[src/rtl/conv_window_buffer.sv]
// Purpose: streaming KxK sliding-window generator for 2D convolution over an N_IMAGE x N_IMAGE raster image.
// Latency: 1 cycle, registered; the window completed by the pixel accepted at edge t is valid after edge t.
// Backpressure: none; every accepted pixel is absorbed and every o_window_valid pulse must be consumed.
//
// Ports:
//   clk            - single clock, rising edge
//   clear          - synchronous active-high reset; wins over i_data_valid
//   i_data         - input pixel, raster order, top-left first
//   i_data_valid   - i_data is accepted this cycle
//   o_window       - o_window[r][c] = pixel(y-r, x-c), (y,x) = newest accepted pixel
//   o_window_valid - one-cycle pulse: o_window is a complete in-image neighbourhood
//   o_window_end   - with o_window_valid: last window of the frame
module conv_window_buffer #(
    parameter int N_IMAGE  = 8,
    parameter int K_KERNEL = 3,
    parameter int BWD      = 1
) (
    input  logic                                         clk,
    input  logic                                         clear,
    input  logic [BWD-1:0]                               i_data,
    input  logic                                         i_data_valid,
    output logic [K_KERNEL-1:0][K_KERNEL-1:0][BWD-1:0]   o_window,
    output logic                                         o_window_valid,
    output logic                                         o_window_end
);

    localparam int            CW   = (N_IMAGE > 1) ? $clog2(N_IMAGE) : 1;
    localparam logic [CW-1:0] LAST = CW'(N_IMAGE - 1);
    localparam logic [CW-1:0] KM1  = CW'(K_KERNEL - 1);

    // Position of the pixel currently offered on i_data.
    logic [CW-1:0] row;
    logic [CW-1:0] col;

    // line_buf[k][0] is the most recently shifted-in pixel, line_buf[k][N-1]
    // the oldest. Line buffer k feeds line buffer k+1, so line_buf[k][N-1]
    // is the pixel exactly (k+1) rows above the incoming one, same column.
    logic [K_KERNEL-2:0][N_IMAGE-1:0][BWD-1:0] line_buf;

    // Column of K pixels entering the window at c=0: newest pixel at r=0,
    // then the vertically aligned pixels of the rows above.
    logic [K_KERNEL-1:0][BWD-1:0] new_col;

    logic win_done;
    logic frame_end;

    always_comb begin
        new_col    = '0;
        new_col[0] = i_data;
        for (int r = 1; r < K_KERNEL; r++) begin
            new_col[r] = line_buf[r-1][N_IMAGE-1];
        end
    end

    // A window is complete only when the incoming pixel is far enough from
    // the top and left edges; this also suppresses windows that would wrap
    // onto the previous row's tail still sitting in the register array.
    assign win_done  = (row >= KM1) && (col >= KM1);
    assign frame_end = (row == LAST) && (col == LAST);

    always_ff @(posedge clk) begin
        if (clear) begin
            row            <= '0;
            col            <= '0;
            line_buf       <= '0;
            o_window       <= '0;
            o_window_valid <= 1'b0;
            o_window_end   <= 1'b0;
        end else begin
            o_window_valid <= 1'b0;
            o_window_end   <= 1'b0;
            if (i_data_valid) begin
                line_buf[0] <= {line_buf[0][N_IMAGE-2:0], i_data};
                for (int k = 1; k < K_KERNEL - 1; k++) begin
                    line_buf[k] <= {line_buf[k][N_IMAGE-2:0], line_buf[k-1][N_IMAGE-1]};
                end
                // Shift each window row one column to the left (towards
                // higher c) and insert the new column at c=0.
                for (int r = 0; r < K_KERNEL; r++) begin
                    o_window[r] <= {o_window[r][K_KERNEL-2:0], new_col[r]};
                end
                o_window_valid <= win_done;
                o_window_end   <= win_done && frame_end;
                if (col == LAST) begin
                    col <= '0;
                    row <= (row == LAST) ? '0 : row + 1'b1;
                end else begin
                    col <= col + 1'b1;
                end
            end
        end
    end

endmodule

[config.mk]
export PLATFORM = sky130hd
export DESIGN_NAME = conv_window_buffer
export DESIGN_NICKNAME = d
export VERILOG_FILES = /design/src/rtl/conv_window_buffer.sv
export SDC_FILE = /design/constraint.sdc
export NUM_CORES = 1
export LEC_CHECK = 0
export BUFFER_PORTS_ARGS = -buffer_cell sky130_fd_sc_hd__buf_2
export CAP_MARGIN = 5
export CORE_MARGIN = 2
export CORE_UTILIZATION = 54
export CTS_BUF_LIST = sky130_fd_sc_hd__clkbuf_8 sky130_fd_sc_hd__clkbuf_16
export DETAILED_ROUTE_END_ITERATION = 7
export GPL_TIMING_DRIVEN = 0
export PLACE_DENSITY = 0.75
export SLEW_MARGIN = 40
export SYNTH_ARGS = -nofsm -noshare
export SYNTH_HDL_FRONTEND = slang
export SYNTH_SLANG_ARGS = --single-unit
[constraint.sdc]
create_clock -name clk -period 1.68 [get_ports clk]
set_input_delay 0.084 -clock clk [delete_from_list [all_inputs] [get_ports clk]]
set_output_delay 0.084 -clock clk [all_outputs]
set_load 0.01 [all_outputs]
; ---- Word level (Yosys, flattened, before mapping)
; Index checks and enable logic that the tools add are counted.
[word_totals]
ff_bits = 27
input_bits = 4
elab_cells = 37
[op_classes]
n_addsub = 2
order_cmp = 2
n_eq_ne = 2
mux = 2
bitwise_logic = 1
reduce_logical = 5
[ops]
columns = op, n
row1 = "adder 3 x 1 -> 3 bit, second input constant", 2
row2 = "equality test 3 bit, second input constant", 2
row3 = ">= comparator 3 x 2 -> 1 bit, second input constant", 2
row4 = 2-to-1 mux 3 bit, 2
row5 = logical AND 1 bit, 3
row6 = AND reduction 2 bit, 1
row7 = OR reduction 2 bit, 1
row8 = inverter 1 bit, 1

; ---- Logic depth before layout (Yosys ltp)
; Gate-level depths: netlist of the first run.
[logic_depth]
ltp_word = 3
mapped_depth = 5
mapped_depth_nobuf = 4

; ---- Least setup slack after synthesis of the first run
; Ideal clock, no wire load.
[synth_timing]
path_type = flip-flop to flip-flop
startpoint = reg col[0]
endpoint = reg col[0]
arrival_ps = 1243
setup_slack_ps = 367
stages_incl_launch_ff = 6
cell_sequence = dfxtp_1 -> ha_1 -> ha_1 -> buf_2 -> or3b_1 -> a21oi_1
[synth_between]
elab_chain_len = 2
elab_cells_between_ends = 3
[synth_rtl]
columns = item, line_no
row1 = "start, declared", 33  ; logic [CW-1:0] col;
row2 = "start signal, assigned", 88  ; col <= col + 1'b1;
row3 = adder 3 x 1 -> 3 bit or equality test 3 bit (tied branches), "88, 84"
row4 = 2-to-1 mux 3 bit (*), 84  ; if (col == LAST) begin
; Mark *: on every way between the ends. The rest lies on a longest branch, timed or not.
; A chain may end at the register's enable or synchronous reset.

; ---- Worst setup path in the final report of the first run
; Ends and elaborated chain as after synthesis.

==> results of run 1 <==
==> metrics by stage <==
stage | setup WS, ns | hold WS, ns
floorplan | 0.367 | 0.231
global placement | 0.326 | 0.323
detailed placement | 0.276 | 0.338
CTS | 0.251 | 0.0545
global route | 0.216 | 0.0722
finish | 0.269 | 0.0596
==> worst register-to-register path, cell delays in order (launching register included) <==
cell and delay [ns]:
dfxtp_1 0.33, ha_1 0.20, ha_1 0.17, buf_2 0.17
or3b_1 0.36, a21oi_1 0.12
==> layout make-up <==
| class | instances | area (um2) | share of cell area (%) |
|---|---|---|---|
| Buffer | 13 | 109 | 8.60 |
| Clock inverter | 1 | 3.75 | 0.296 |
| Timing Repair Buffer | 13 | 65.1 | 5.14 |
| Tap cell | 27 | 33.8 | 2.67 |
| Sequential cell | 27 | 541 | 42.7 |
| Clock buffer | 3 | 41.3 | 3.26 |
| Multi-Input combinational cell | 65 | 473 | 37.4 |
==> worst min-delay path by stage <==
stage | start | end
2_1_floorplan | i_data | line_buf[0]
3_3_place_gp | i_data | line_buf[0]
3_5_place_dp | i_data | line_buf[0]
4_1_cts | clear | row[1]
5_1_grt | clear | row[1]
6_report | clear | row[1]
==> layer usage <==
| metal | wire [um] | part of all wire (%) |
|---|---|---|
| met1 | 773 | 48 |
| met2 | 785 | 48 |
| met3 | 51 | 3.1 |
| met4 | 13 | 0.80 |
| met5 | 0 | 0 |
==> layout by cell type, fill, tap and decap left out <==
master     count
a21bo_2        1
buf_2         15
dfxtp_1       27
nand3_1        1
a21bo_1        2
nor3_1         1
nand4bb_1      1
buf_8          1
a21oi_2        1
mux2i_1       20
clkbuf_8       3
or3b_1         1
nor2_1        22
ha_1           4
nand2_1        1
nor4_1         1
clkbuf_1       2
inv_1          1
nand3b_1       1
buf_6          1
buf_12         1
nand2b_1       3
a21oi_1        4
nand4b_2       1
buf_4          6
==> kinds of logic (layout without fill, tap and decap cells) <==
family                   after synthesis  after routing  synth area share [%]
AND/OR/NAND/NOR                       33             33                  14.6
flip-flops                            27             27                  48.2
multiplexers                          20             20                  17.8
buffers and inverters                 13             30                  9.70
AO/OA/AOI/OAI                          8              8                  5.24
adder cells (fa/ha/maj)                4              4                  4.46
==> report_power, final <==
part           internal (mW)  switching (mW)  leakage [nW]  total (mW)
logic                 0.0352          0.0361         0.371      0.0713
clock network          0.163           0.185        0.0269       0.349
registers              0.646         0.00456         0.218       0.651
total                  0.845           0.226         0.616        1.07
==> flip-flops by register name (all words and copies together) (netlist names) <==
name / flops
o_window_valid: 1
o_window: 3
line_buf: 16
o_window_end: 1
row: 3
col: 3
==> flow_metrics.py, run 1 <==
metrics = {
    "synth": {
        "yosys.area.top_type_share_pct": 48.2,
        "postSynthCellCount": 105,
        "yosysTopAreaCell": "dfxtp_1",
        "yosys_warnings": 0,
        "synth-async-reset-ratio_pct": 0,
        "yosysSeqAreaShare_pct": 48.2,
        "ys.flop_type": "dfxtp_1",
        "ys_ff_latch": 27,
        "syn_avg_cell_area_um2": 10.7,
        "yosysUniqueCellTypes": 23,
        "synth.top_cells.by_count": "dfxtp_1, nor2_1, mux2i_1, buf_4",
        "synth_edf_count": 0,
        "synth.most_common_cell": "dfxtp_1",
        "synthTopCellsByArea": "dfxtp_1, mux2i_1, nor2_1, ha_1, buf_4",
        "netlist_area_um2": 1120,
        "synth_nets": 113,
    },
    "placed_design": {
        "dp_cells": 145,
        "place_area_um2": 1220,
        "port-buffer-count": 13,
        "gp_congestion": 0.707,
        "dp_hpwl_um": 1210,
    },
    "global_routing": {
        "groute.layer.met1.usage_pct": 17.8,
        "grt_pass1_vias": 705,
        "grt_max_degree": 15,
        "grt_first_pass_wirelength_um": 2920,
        "grt_busiest_layer": "met2",
        "grtUsageMet3_pct": 1.82,
        "grt_use_total_pct": 14.9,
        "grt_util_met2_pct": 27.1,
        "grt.overflow.total": 0,
        "antenna_found_initial": 0,
    },
    "critical_path": {
        "crit_path_max_fanout": 9,
        "r2r_cells": 5,
        "reg2reg_setup_slack_ns": 0.27,
        "cp-end-kind": "flop",
        "worstPathCellList": "ha_1 -> ha_1 -> buf_2 -> or3b_1 -> a21oi_1",
        "critPathMaxStageDelay_ns": 0.36,
        "path_common_cell": "ha_1",
        "crit_start": "col[0]",
        "startpoint_type": "flop",
        "cp_num_buf_inv": 1,
        "endpoint": "col[0]",
        "r2r_start": "col[0]",
        "path_class": "reg -> reg",
        "slowest_stage": "or3b_1",
        "cpLargestDelayFamily": "adder cells",
        "required_ns": 1.88,
        "timing.rr.end": "col[0]",
        "arrival_ns": 1.61,
        "path_depth": 5,
    },
    "finish": {
        "drive_gt1_share_pct": 24.6,
        "fin_cells": 149,
        "syn_to_final_growth_pct": 12.8,
        "diodes": 0,
        "nFillCells": 203,
        "final_area_um2": 1270,
        "nNetsFinal": 131,
        "final_core_util_pct": 64.5,
    },
    "timing": {
        "fin_crit_sh_pct": 84.0,
        "setup_viol": 0,
        "finalHoldViolations": 0,
        "tightest_slew_ns": 0.425,
        "slew_headroom_pct": 71.6,
        "fin_crit_ns": 1.41,
        "finalSetupTns_ns": 0,
        "drv_slew": 0,
        "finClkSkew_ns": 0.00301,
        "fmax_ghz": 0.709,
        "rsz0062_at_grt": "no",
    },
    "clocking": {
        "insertion_delay_ns": 0.26,
        "cts_root_buffer": "clkbuf_8",
        "cts_made_buffers": 3,
        "cts_resized": 0,
        "cts_buffer_depth": 2,
        "h-tree-depth": 1,
        "cts_sinks": 27,
        "hold_buffers": 0,
        "path_clk_slew_ns": 0.09,
        "cts_tree": "yes",
        "post-cts-setup-buffers": 0,
    },
    "floorplan": {
        "core_um2": 1960,
        "die_width_um": 49.6,
        "start_util_pct": 57.2,
        "rows": 16,
        "die_area_um2": 2460,
        "die_h_um": 49.6,
        "pin_count": 15,
    },
    "power": {
        "p_leak_nw": 0.616,
        "vdd_drop_max_mv": 0.674,
        "finalPower_mw": 1.07,
        "p_per_area_nw_per_um2": 846,
    },
    "route": {
        "drt-vias-per-instance": 4.99,
        "avgRoutedWirePerCell_um": 10.9,
        "drt_wl_total_um": 1620,
        "drc": 0,
        "drt_iter0_markers": 5,
        "antenna_left": 0,
        "vias": 744,
        "firstDrtPassIters": 4,
    },
    "status": {
        "outcome": "finished, final reports clean",
    },
    "min_path": {
        "min_path_type": "in -> reg",
        "min_path_cells": 2,
    },
    "flow_run": {
        "drv_cap": 0,
    },
}
(Power assumes the default switching activity.)
==> run 2: changes to the inputs <==
--- a/config.mk
+++ b/config.mk
@@ -8,11 +8,11 @@
 export BUFFER_PORTS_ARGS = -buffer_cell sky130_fd_sc_hd__buf_2
 export CAP_MARGIN = 5
 export CORE_MARGIN = 2
-export CORE_UTILIZATION = 54
+export CORE_UTILIZATION = 49
 export CTS_BUF_LIST = sky130_fd_sc_hd__clkbuf_8 sky130_fd_sc_hd__clkbuf_16
 export DETAILED_ROUTE_END_ITERATION = 7
 export GPL_TIMING_DRIVEN = 0
-export PLACE_DENSITY = 0.75
+export PLACE_DENSITY = 0.72
 export SLEW_MARGIN = 40
 export SYNTH_ARGS = -nofsm -noshare
 export SYNTH_HDL_FRONTEND = slang
==> constraint.sdc (replaced) <==
create_clock -name clk -period 1.2 [get_ports clk]
set_input_delay 0.06 -clock clk [delete_from_list [all_inputs] [get_ports clk]]
set_output_delay 0.06 -clock clk [all_outputs]
set_load 0.01 [all_outputs]
==> run 2 against run 1 <==
  * The run now ends with negative setup slack left
  * Wire length up 9.9%
  * Global-route usage rose by 0.71 points
  * Die area increased by 9.4%
  * Core utilization down 4.2 points
  * Final area rose by 4.4%
  * Clock skew is 0.0019 ns higher
  * Hold slack worse by 0.033 ns
  * Via count unchanged
  * Clock-buffer cell count did not move
  * First-iteration DRC count fell by 60%
  * Fmax is 16% higher
  * Cell count increased by 2.0%
  * Critical endpoint unchanged
  * Highest routed layer unchanged
==> flow_metrics.py, run 2 (synthesized netlist as in run 1, its figures left out) <==
metrics = {
    "critical_path": {
        "cp_num_buf_inv": 0,
        "worstPathCellList": "ha_4 -> ha_4 -> or3b_4 -> a21oi_2",
        "critPathMaxStageDelay_ns": 0.37,
        "cpLargestDelayFamily": "simple AND/OR/NAND/NOR gates",
        "path_depth": 4,
        "r2r_start": "col[1]",
        "crit_start": "col[1]",
        "path_common_cell": "ha_4",
        "slowest_stage": "or3b_4",
        "cp-end-kind": "flop",
        "arrival_ns": 1.42,
        "crit_path_max_fanout": 2,
        "path_class": "reg -> reg",
        "startpoint_type": "flop",
        "required_ns": 1.40,
        "r2r_cells": 4,
    },
    "clocking": {
        "cts_root_buffer": "clkbuf_8",
        "h-tree-depth": 1,
        "path_clk_slew_ns": 0.09,
        "cts_sinks": 27,
        "cts_buffer_depth": 2,
        "cts_made_buffers": 3,
        "insertion_delay_ns": 0.27,
        "cts_tree": "yes",
        "hold_buffers": 0,
    },
    "finish": {
        "largest_reg_flops": 16,
        "final_cell_mix": "dfxtp_1, nor2_1, mux2i_1, buf_2, buf_4",
        "layout_commonest_cell": "dfxtp_1",
        "nNetsFinal": 133,
        "multi_input_area_um2": 508,
        "regMostFlops": "line_buf",
        "seq_area_um2": 543,
        "diodes": 0,
        "nFillCells": 191,
        "drive_gt1_share_pct": 31.5,
        "syn_to_final_growth_pct": 17.8,
    },
    "route": {
        "antenna_left": 0,
        "firstDrtPassIters": 4,
        "vias": 744,
        "avgRoutedWirePerCell_um": 11.7,
        "drt_wl_total_um": 1790,
        "drc": 0,
        "drt_iter0_markers": 2,
        "drt-vias-per-instance": 4.89,
    },
    "floorplan": {
        "die_h_um": 51.9,
        "core_um2": 2190,
        "start_util_pct": 51.2,
        "rows": 17,
        "die_area_um2": 2690,
        "die_width_um": 51.9,
        "pin_count": 15,
    },
    "power": {
        "p_switching_mw": 0.338,
        "p_leak_nw": 0.622,
        "pwr-share-clk_pct": 32.9,
        "internal-power_mw": 1.19,
        "combPwrFrac_pct": 7.5,
        "vdd_drop_max_mv": 0.913,
        "swShare_pct": 22.1,
        "p_per_area_nw_per_um2": 1160,
        "seq_power_share_pct": 59.6,
    },
    "timing": {
        "whs_ns": 0.0263,
        "finClkSkew_ns": 0.00491,
        "fmax_ghz": 0.820,
        "fin_crit_sh_pct": 102,
        "drv_slew": 0,
        "rsz0062_at_grt": "yes",
        "tightest_slew_ns": 0.423,
        "fin_crit_ns": 1.22,
        "setup_viol": 2,
        "slew_headroom_pct": 71.8,
        "layout_setup_ws_ns": -0.0199,
        "finalHoldViolations": 0,
    },
    "placed_design": {
        "pre_cts_ws_ns": -0.156,
        "port-buffer-count": 13,
        "dp_hpwl_um": 1290,
        "gp_congestion": 0.677,
    },
    "min_path": {
        "min_path_type": "in -> reg",
        "min_path_cells": 3,
        "hp-start": "i_data",
    },
    "global_routing": {
        "grt_first_pass_wirelength_um": 3070,
        "grt.overflow.total": 0,
        "grt_use_total_pct": 15.6,
        "grt_max_degree": 15,
        "antenna_found_initial": 0,
        "grt_pass1_vias": 736,
    },
    "status": {
        "violations": "negative setup slack",
        "outcome": "finished, violations left",
    },
    "flow_run": {
        "drv_cap": 0,
    },
}
## run 2: path summary, 6_finish.rpt
| path | endpoint | slack [ns] |
|---|---|---|
| worst max-delay path | col[0] | -0.02 |
| worst min-delay path | line_buf[0] | 0.03 |
| worst max register to register | col[0] | -0.02 |
| worst min register to register | line_buf[6] | 0.50 |
## run 2: repair_timing
item                       4_1_cts  5_1_grt
hold endpoints to repair         0        0
setup endpoints to repair        1        5
gates resized for setup          1        3
setup buffers                    3        0
pin swaps                        3        3
## run 2: metal layers
metal / vias to the layer above / share of wire, % / global-route usage (%)
li1: 387 / - / -
met1: 342 / 45 / 17.4
met5: - / 0 / 0
met3: 4 / 3.6 / 4.02
met2: 11 / 49 / 26.6
met4: 0 / 1.7 / 9.21
## run 2: power by group through the flow
stage               clock network (mW)  registers [mW]  logic (mW)
floorplan                            0           0.933      0.0839
global placement                     0           0.935       0.102
detailed placement                   0           0.936       0.105
CTS                              0.517           0.914       0.112
global route                     0.548           0.915       0.126
finish                           0.504           0.914       0.115
## run 2: worst register-to-register path: cells and delay by family (launching register included)
kind | cells | cell delay (ns)
compound gates | 1 | 0.13
fa+ha+maj | 2 | 0.31
flops | 1 | 0.34
simple gates | 1 | 0.37
## run 2: cell type report
class	count	area share (%)
clock buffer	3	3.12
sequential	27	41.1
clock inverter	1	0.284
multi-input combinational	65	38.4
tap	28	2.65
timing repair buffer	16	6.62
buffer	12	7.85
## run 2: stage by stage
stage | area (um2) | setup TNS (ns) | std cells | power, mW | utilization [%]
after CTS | 1310 | -0.0439 | 152 | 1.54 | 59.9
after detailed placement | 1250 | -0.156 | 146 | 1.04 | 57.3
after global placement | 1250 | -0.0995 | 146 | 1.04 | 57.3
after global routing | 1320 | -0.149 | 152 | 1.59 | 60.4
final | 1320 | -0.0223 | 152 | 1.53 | 60.4
after floorplan | 1150 | -0.0661 | 105 | 1.02 | -
